<file path="src/rtl/mem_arb_pkg.sv">
// Shared constants for the unified-memory arbiter: FSM state encodings, requester IDs and
// the default BUSY timeout.
package mem_arb_pkg;

    typedef logic [1:0] state_t;

    localparam state_t StIdle = 2'd0;
    localparam state_t StBusy = 2'd1;
    localparam state_t StResp = 2'd2;

    localparam logic REQ_CPU = 1'b0;
    localparam logic REQ_EXT = 1'b1;

    localparam int unsigned DEFAULT_TIMEOUT = 16;

endpackage

</file>
<file path="src/rtl/mem_arb_rr.sv">
// Combinational 2-way round-robin picker; the last-grant history is held by the caller.
module mem_arb_rr
    import mem_arb_pkg::*;
(
    input  logic [1:0] req_i,
    input  logic       last_i,
    output logic       grant_valid_o,
    output logic       grant_id_o
);

    always_comb begin
        grant_valid_o = |req_i;
        case (req_i)
            2'b01:   grant_id_o = REQ_CPU;
            2'b10:   grant_id_o = REQ_EXT;
            // On a tie the requester that did not win last time goes first.
            2'b11:   grant_id_o = ~last_i;
            default: grant_id_o = REQ_CPU;
        endcase
    end

endmodule

</file>
<file path="src/rtl/mem_arbiter.sv">
// Two-requester (CPU / external) arbiter for the single unified memory port.
// Optional BUSY timeout enabled by defining MEM_ARB_TIMEOUT_EN.
module mem_arbiter
    import mem_arb_pkg::*;
#(
    parameter int unsigned ADDR_W  = 32,
    parameter int unsigned DATA_W  = 32,
    parameter int unsigned TIMEOUT = DEFAULT_TIMEOUT
) (
    input  logic              clk,
    input  logic              reset,

    input  logic              cpu_req_i,
    input  logic              cpu_we_i,
    input  logic [ADDR_W-1:0] cpu_addr_i,
    input  logic [DATA_W-1:0] cpu_wdata_i,
    output logic [DATA_W-1:0] cpu_rdata_o,
    output logic              cpu_ready_o,
    output logic              cpu_err_o,

    input  logic              ext_req_i,
    input  logic              ext_we_i,
    input  logic [ADDR_W-1:0] ext_addr_i,
    input  logic [DATA_W-1:0] ext_wdata_i,
    output logic [DATA_W-1:0] ext_rdata_o,
    output logic              ext_ready_o,
    output logic              ext_err_o,

    output logic              mem_en_o,
    output logic              mem_we_o,
    output logic [ADDR_W-1:0] mem_addr_o,
    output logic [DATA_W-1:0] mem_wdata_o,
    input  logic [DATA_W-1:0] mem_rdata_i,
    input  logic              mem_ack_i
);

    if (TIMEOUT < 2) begin : g_timeout_chk
        $error("mem_arbiter: TIMEOUT must be at least 2");
    end

    state_t            state_q, state_d;
    logic              owner_q, owner_d;
    logic              last_q, last_d;
    logic              mem_en_q, mem_en_d;
    logic              mem_we_q, mem_we_d;
    logic [ADDR_W-1:0] mem_addr_q, mem_addr_d;
    logic [DATA_W-1:0] mem_wdata_q, mem_wdata_d;
    logic [DATA_W-1:0] rdata_q, rdata_d;
    logic              cpu_ready_q, cpu_ready_d;
    logic              ext_ready_q, ext_ready_d;
    logic              cpu_err_q, cpu_err_d;
    logic              ext_err_q, ext_err_d;

    logic              grant_valid;
    logic              grant_id;
    logic              timeout_hit;

    mem_arb_rr u_rr (
        .req_i         ({ext_req_i, cpu_req_i}),
        .last_i        (last_q),
        .grant_valid_o (grant_valid),
        .grant_id_o    (grant_id)
    );

`ifdef MEM_ARB_TIMEOUT_EN
    localparam int unsigned CntW = $clog2(TIMEOUT);

    logic [CntW-1:0] tmo_cnt_q, tmo_cnt_d;

    // Held at zero outside BUSY so each BUSY entry starts a fresh count.
    always_comb begin
        tmo_cnt_d = '0;
        if (state_q == StBusy) begin
            tmo_cnt_d = tmo_cnt_q + CntW'(1);
        end
    end

    always_ff @(posedge clk or posedge reset) begin
        if (reset) begin
            tmo_cnt_q <= '0;
        end else begin
            tmo_cnt_q <= tmo_cnt_d;
        end
    end

    assign timeout_hit = (state_q == StBusy) && (tmo_cnt_q == CntW'(TIMEOUT - 1));
`else
    assign timeout_hit = 1'b0;
`endif

    always_comb begin
        state_d     = state_q;
        owner_d     = owner_q;
        last_d      = last_q;
        mem_en_d    = mem_en_q;
        mem_we_d    = mem_we_q;
        mem_addr_d  = mem_addr_q;
        mem_wdata_d = mem_wdata_q;
        rdata_d     = rdata_q;
        cpu_ready_d = 1'b0;
        ext_ready_d = 1'b0;
        cpu_err_d   = 1'b0;
        ext_err_d   = 1'b0;

        case (state_q)
            StIdle: begin
                if (grant_valid) begin
                    state_d  = StBusy;
                    owner_d  = grant_id;
                    last_d   = grant_id;
                    mem_en_d = 1'b1;
                    if (grant_id == REQ_EXT) begin
                        mem_we_d    = ext_we_i;
                        mem_addr_d  = ext_addr_i;
                        mem_wdata_d = ext_wdata_i;
                    end else begin
                        mem_we_d    = cpu_we_i;
                        mem_addr_d  = cpu_addr_i;
                        mem_wdata_d = cpu_wdata_i;
                    end
                end
            end

            StBusy: begin
                // A real ack beats a terminal count landing in the same cycle.
                if (mem_ack_i || timeout_hit) begin
                    state_d  = StResp;
                    mem_en_d = 1'b0;
                    mem_we_d = 1'b0;
                    rdata_d  = mem_ack_i ? mem_rdata_i : '0;
                    if (owner_q == REQ_EXT) begin
                        ext_ready_d = 1'b1;
                        ext_err_d   = ~mem_ack_i;
                    end else begin
                        cpu_ready_d = 1'b1;
                        cpu_err_d   = ~mem_ack_i;
                    end
                end
            end

            StResp: begin
                state_d = StIdle;
            end

            default: begin
                state_d = StIdle;
            end
        endcase
    end

    always_ff @(posedge clk or posedge reset) begin
        if (reset) begin
            state_q     <= StIdle;
            owner_q     <= REQ_CPU;
            last_q      <= REQ_EXT;
            mem_en_q    <= 1'b0;
            mem_we_q    <= 1'b0;
            mem_addr_q  <= '0;
            mem_wdata_q <= '0;
            rdata_q     <= '0;
            cpu_ready_q <= 1'b0;
            ext_ready_q <= 1'b0;
            cpu_err_q   <= 1'b0;
            ext_err_q   <= 1'b0;
        end else begin
            state_q     <= state_d;
            owner_q     <= owner_d;
            last_q      <= last_d;
            mem_en_q    <= mem_en_d;
            mem_we_q    <= mem_we_d;
            mem_addr_q  <= mem_addr_d;
            mem_wdata_q <= mem_wdata_d;
            rdata_q     <= rdata_d;
            cpu_ready_q <= cpu_ready_d;
            ext_ready_q <= ext_ready_d;
            cpu_err_q   <= cpu_err_d;
            ext_err_q   <= ext_err_d;
        end
    end

    assign mem_en_o    = mem_en_q;
    assign mem_we_o    = mem_we_q;
    assign mem_addr_o  = mem_addr_q;
    assign mem_wdata_o = mem_wdata_q;

    // Both ports see the same response register; it is only meaningful with ready.
    assign cpu_rdata_o = rdata_q;
    assign ext_rdata_o = rdata_q;
    assign cpu_ready_o = cpu_ready_q;
    assign ext_ready_o = ext_ready_q;
    assign cpu_err_o   = cpu_err_q;
    assign ext_err_o   = ext_err_q;

endmodule

</file>
<file path="config.mk">
export PLATFORM = sky130hd
export DESIGN_NAME = mem_arbiter
export DESIGN_NICKNAME = d
export VERILOG_FILES = /design/src/rtl/mem_arb_pkg.sv /design/src/rtl/mem_arb_rr.sv /design/src/rtl/mem_arbiter.sv
export SDC_FILE = /design/constraint.sdc
export NUM_CORES = 1
export LEC_CHECK = 0
export CAP_MARGIN = 20
export CORE_MARGIN = 10
export CORE_UTILIZATION = 38
export DETAILED_ROUTE_END_ITERATION = 7
export GPL_TIMING_DRIVEN = 0
export HOLD_SLACK_MARGIN = 0.03
export PLACE_DENSITY_LB_ADDON = 0.15
export SLEW_MARGIN = 40
export SYNTH_ARGS = -nofsm -noshare
export SYNTH_HDL_FRONTEND = slang
export SYNTH_SLANG_ARGS = --single-unit
</file>
<file path="constraint.sdc">
create_clock -name clk -period 4.4 [get_ports clk]
set_input_delay 1.1 -clock clk [delete_from_list [all_inputs] [get_ports clk]]
set_output_delay 1.1 -clock clk [all_outputs]
set_load 0.03 [all_outputs]
</file>
* Yosys cells after proc, flatten, opt, wreduce, memory -nomap -nowiden
Cells that the tools add are included.
Storage, ports and cells: register bits after elaboration 106, latch bits 0, RAM bits 0, ROM bits 0, input port bits 167, output and inout port bits 134, memories kept 0
Operators by class: $add $sub $neg 0, multipliers 0, div/mod/pow operators 0, magnitude comparators 0, eq/ne operators 5, shift operators 0, mux-type cells 24, bitwise logic cells 2, reduce and logical (&&, ||, !) cells 7
Operator list (count):
- two-way mux 32 bit | 2
- two-way mux 1 bit | 16
- case mux 1 bit (2 select lines) | 3
- AND reduction 2 bit | 3
- equality test 2 bit, second input constant | 2
- two-way mux 2 bit | 2
- inequality test 2 bit, second input constant | 2
- case mux 2 bit (2 select lines) | 1
- AND reduction 3 bit | 1
- equality test 2 x 1 -> 1 bit, second input constant | 1
- zero test 2 bit | 1
- NOT 1 bit | 2
- nonzero test 2 bit | 1
- OR reduction 2 bit | 1

* Depth between registers and ports, before layout
word-level depth 5, gate-level depth with buffers 5, mapped depth without buffers 3

* Cells and area by module
From an unflattened synthesis, not the netlist that was laid out.
Unflattened totals: cell total of the unflattened synthesis 412, area, all modules 4869.7 µm²
By module, submodules not included:
- mem_arbiter | instances 1, cells each 410, area each 4855.9 µm², seq. area each 2653.8 µm²
- mem_arb_rr | instances 1, cells each 2, area each 13.8 µm², seq. area each 0.0 µm²

* Least setup slack after synthesis
Ideal clock, no wire load.
path kind in2reg, from input port ext_req_i, to register mem_wdata_q[25], in the netlist mem_wdata_o[25], arrival time 2.146 ns, slack 2.129 ns, stages 5, buffers on the path 2, cells stage by stage a21bo_2 > buf_6 > buf_6 > mux2_4 > mux2_4
Between the ends: word-level cells in the longest chain between the ends 3
RTL lines:
- start, declared | line mem_arbiter.sv:21 | input logic ext_req_i,
- equality test 2 bit | line mem_arb_rr.sv:13 | case (req_i)
- case mux 1 bit (2 select lines) | line mem_arb_rr.sv:13
- two-way mux 32 bit | line mem_arbiter.sv:112 | if (grant_id == REQ_EXT) begin
- end signal, assigned | line mem_arbiter.sv:172 | mem_wdata_q <= mem_wdata_d;
- end, declared | line mem_arbiter.sv:47 | logic [DATA_W-1:0] mem_wdata_q, mem_wdata_d;
Several ways; a longest one is shown, not always the timed one. A chain may end at the register's enable or synchronous reset.

* Worst setup path after layout
from input port cpu_req_i, to register mem_wdata_q[4], in the netlist mem_wdata_o[4]
Between the ends: word-level cells in the longest chain between the ends 3
RTL lines:
- start, declared | line mem_arbiter.sv:13 | input logic cpu_req_i,
- equality test 2 bit | line mem_arb_rr.sv:13
- case mux 1 bit (2 select lines) | line mem_arb_rr.sv:13
- two-way mux 32 bit | line mem_arbiter.sv:112
Several ways; a longest one is shown, not always the timed one.

==> metrics <==
layout cells sized above 1=35.2%; placed instance count=approximately 810; Critical Path Slowest Stage Cell=clkdlybuf4s50_1; Tot GR Track Use=between 15 and 20%; dominant cells by area after synthesis=dfrtp_1 (51%), mux2_2 (25%), mux2_4 (14%); area grow syn2layout=69.6%; reg2reg start=state_q[0]; largest area contributor in the netlist=dfrtp_1; Worst Path Buf+Inv=3; asr flop ratio synth=100%; Rel. slew slack=64.4%; pre-CTS setup slack=1.19 ns; vias=3786; minimum clock period=~2.8 ns; Congestion Overflow GR=0; share of the synthesized area in the top cell type=51.4%; LEAKAGE=0.00372 uW; Placed Area=roughly 8400 um2; port buffer count=300; post_cts resized=0; VDD IR max=0.454 mV; Final Hold Vio Count=0; fin area=around 8700 um2; Final Wtd Congestion=0.821; initial antenna violation count=0; hold_sp=owner_q; Die H=136 um; Mapped Avg Cell Area=around 15 um2; Nets=815; sequential share of power=26.3%; DRC=0; post-route ant nets=0; Yosys cell types=18; top cells by count, synth=mux2_2 (113), dfrtp_1 (105), mux2_4 (47), buf_4 (33), buf_2 (13); reg2reg setup slack=around 2.5 ns; Mapped Cells=335; vias in the first global route=4285; delay-heaviest family, CP=buffers and inverters; CP startpoint kind=primary input; worst slew pin tran=0.530 ns; drt first-iter violations=138; crit share post-route=62.9%; Clock power frac=12.1%; Pwr per Cell Area=769 nW/um2; dpl hpwl=13400 um; Hold EP=cpu_ready_o; total power=about 6700 uW; Post-Route WL=between 15000 and 20000 um; CP endpoint kind=register; core area=13200 um2; status=completed; Syn. warnings=0; Req. time, crit path=~4.6 ns; drt first pass iters=3; fmax=361 MHz; CP max stage delay=0.48 ns; max-slew violation count=0; critical path class=in -> reg; Ports=301; clock sinks=106; critical path startpoint=cpu_req_i; worst reg2reg path depth=4; CTS clk-pin slew, worst paths=0.07 ns; Post-Syn Area=5110 um2; filler cell count=between 1000 and 1500; Die Wd=136 um; site row count=42; Post-synth EDFFs=0; post-route setup slack=between 1.5 and 2 ns; Final setup viols=0; Net Sw Frac=40.7%; WL per Instance=slightly below 20 um; Worst EP arrival=2.99 ns; htree depth=3; root buffer cell=clkbuf_16; CTS tree=yes; final std cells w/o fill=829; most frequent cell after synthesis=mux2_2; hold buffer count at CTS=0; number of diodes=0; Hold Crit Depth=1; flops & latches, synth=106; Num CTS Buffers=9; crit path cell chain=clkdlybuf4s50_1 > nor2_1 > nor3_2 > buf_2 > buf_4 > mux2_2; clk_lat worst skew=0.34 ns; top_reg_cell synth=dfrtp_1; Max Cap Viol=0; global-route wire length before repair=24900 um; Worst Skew=0.00733 ns; Logic pwr share=61.6%; Int Pwr=3950 uW; Worst Hold Class=reg -> reg; largest net degree at the start of global routing=78; clock buffer depth=2; Via-to-Cell Ratio=4.57; Crit Reg-Reg Endpoint=mem_wdata_o[4]; RSZ-0062 raised after global routing=no; Initial Utilization=38.8%; sequential share of the synthesized area=51.9%; Hold Slack=0.430 ns; die area=approximately 18000 um2; critical path fanouts, max=10; NetSw=roughly 2700 uW; total setup buffers inserted after CTS=0
-- power groups by stage --
stage | clock [uW] | sequential (uW) | combinational (uW)
finish | 804 | 1750 | 4110
global route | 869 | 1820 | 4310
CTS | 834 | 1760 | 4180
detailed placement | 0 | 1770 | 4160
global placement | 0 | 1740 | 4120
floorplan | 0 | 2680 | 1530
-- cell families after synthesis --
family / after synthesis / synth area share (%)
multiplexers: 164 / 39.5
flip-flops: 106 / 51.9
buffers and inverters: 54 / 7.29
AND/OR/NAND/NOR: 8 / 0.906
AO/OA/AOI/OAI: 2 / 0.343
other: 1 / 0.0734
-- layout make-up --
type / count / area, um2 / share of cell area, %
Timing Repair Buffer: 301 / 3030 / 35.0
Sequential cell: 106 / 2650 / 30.6
Multi-Input combinational cell: 176 / 2090 / 24.1
Buffer: 50 / 358 / 4.13
Clock buffer: 11 / 233 / 2.68
Tap cell: 176 / 220 / 2.54
Clock inverter: 5 / 61.3 / 0.707
Inverter: 4 / 22.5 / 0.260
-- flip-flops by register name, summed over array words and instances (netlist names) --
register / count
cpu_rdata_o: 32
mem_addr_o: 32
mem_wdata_o: 32
state_q: 2
cpu_err_o: 1
cpu_ready_o: 1
ext_err_o: 1
ext_ready_o: 1
last_q: 1
mem_en_o: 1
mem_we_o: 1
owner_q: 1
-- metrics by stage --
step,utilization [%],setup TNS [ns]
floorplan,-,0
global route,65.7,0
finish,65.7,0
detailed placement,63.5,0
CTS,65.7,0
global placement,63.2,-119.19
-- metal layers --
metal,vias up,track usage [%],routed length (um)
met1,1845,17.4,5790
met2,153,31.6,8740
li1,1768,-,-
met3,20,6.94,1570
met5,-,0,0
met4,0,6.04,342
-- cells in the final DEF (no fill, tap or decap), drive strengths merged, types with 2 or more instances in the layout --
cell type	netlist	routed
nor2	3	3
clkinv	0	2
mux2i	4	4
inv	4	6
conb	1	2
dfrtp	105	105
clkdlybuf4s50	0	300
buf	50	51
clkbuf	0	11
mux2	160	160
-- how the worst max path moves through the flow --
| stage | depth (start not counted) | slack (ns) | to |
|---|---|---|---|
| after floorplan | 1 | 0.51 | cpu_err_o |
| after global routing | 6 | 1.45 | mem_wdata_o[4] |
| after global placement | 2 | -1.14 | mem_addr_o[14] |
| final | 6 | 1.63 | mem_wdata_o[4] |
| after CTS | 6 | 1.56 | mem_wdata_o[4] |
| after detailed placement | 6 | 1.19 | mem_wdata_o[4] |
(Power assumes the default switching activity.)
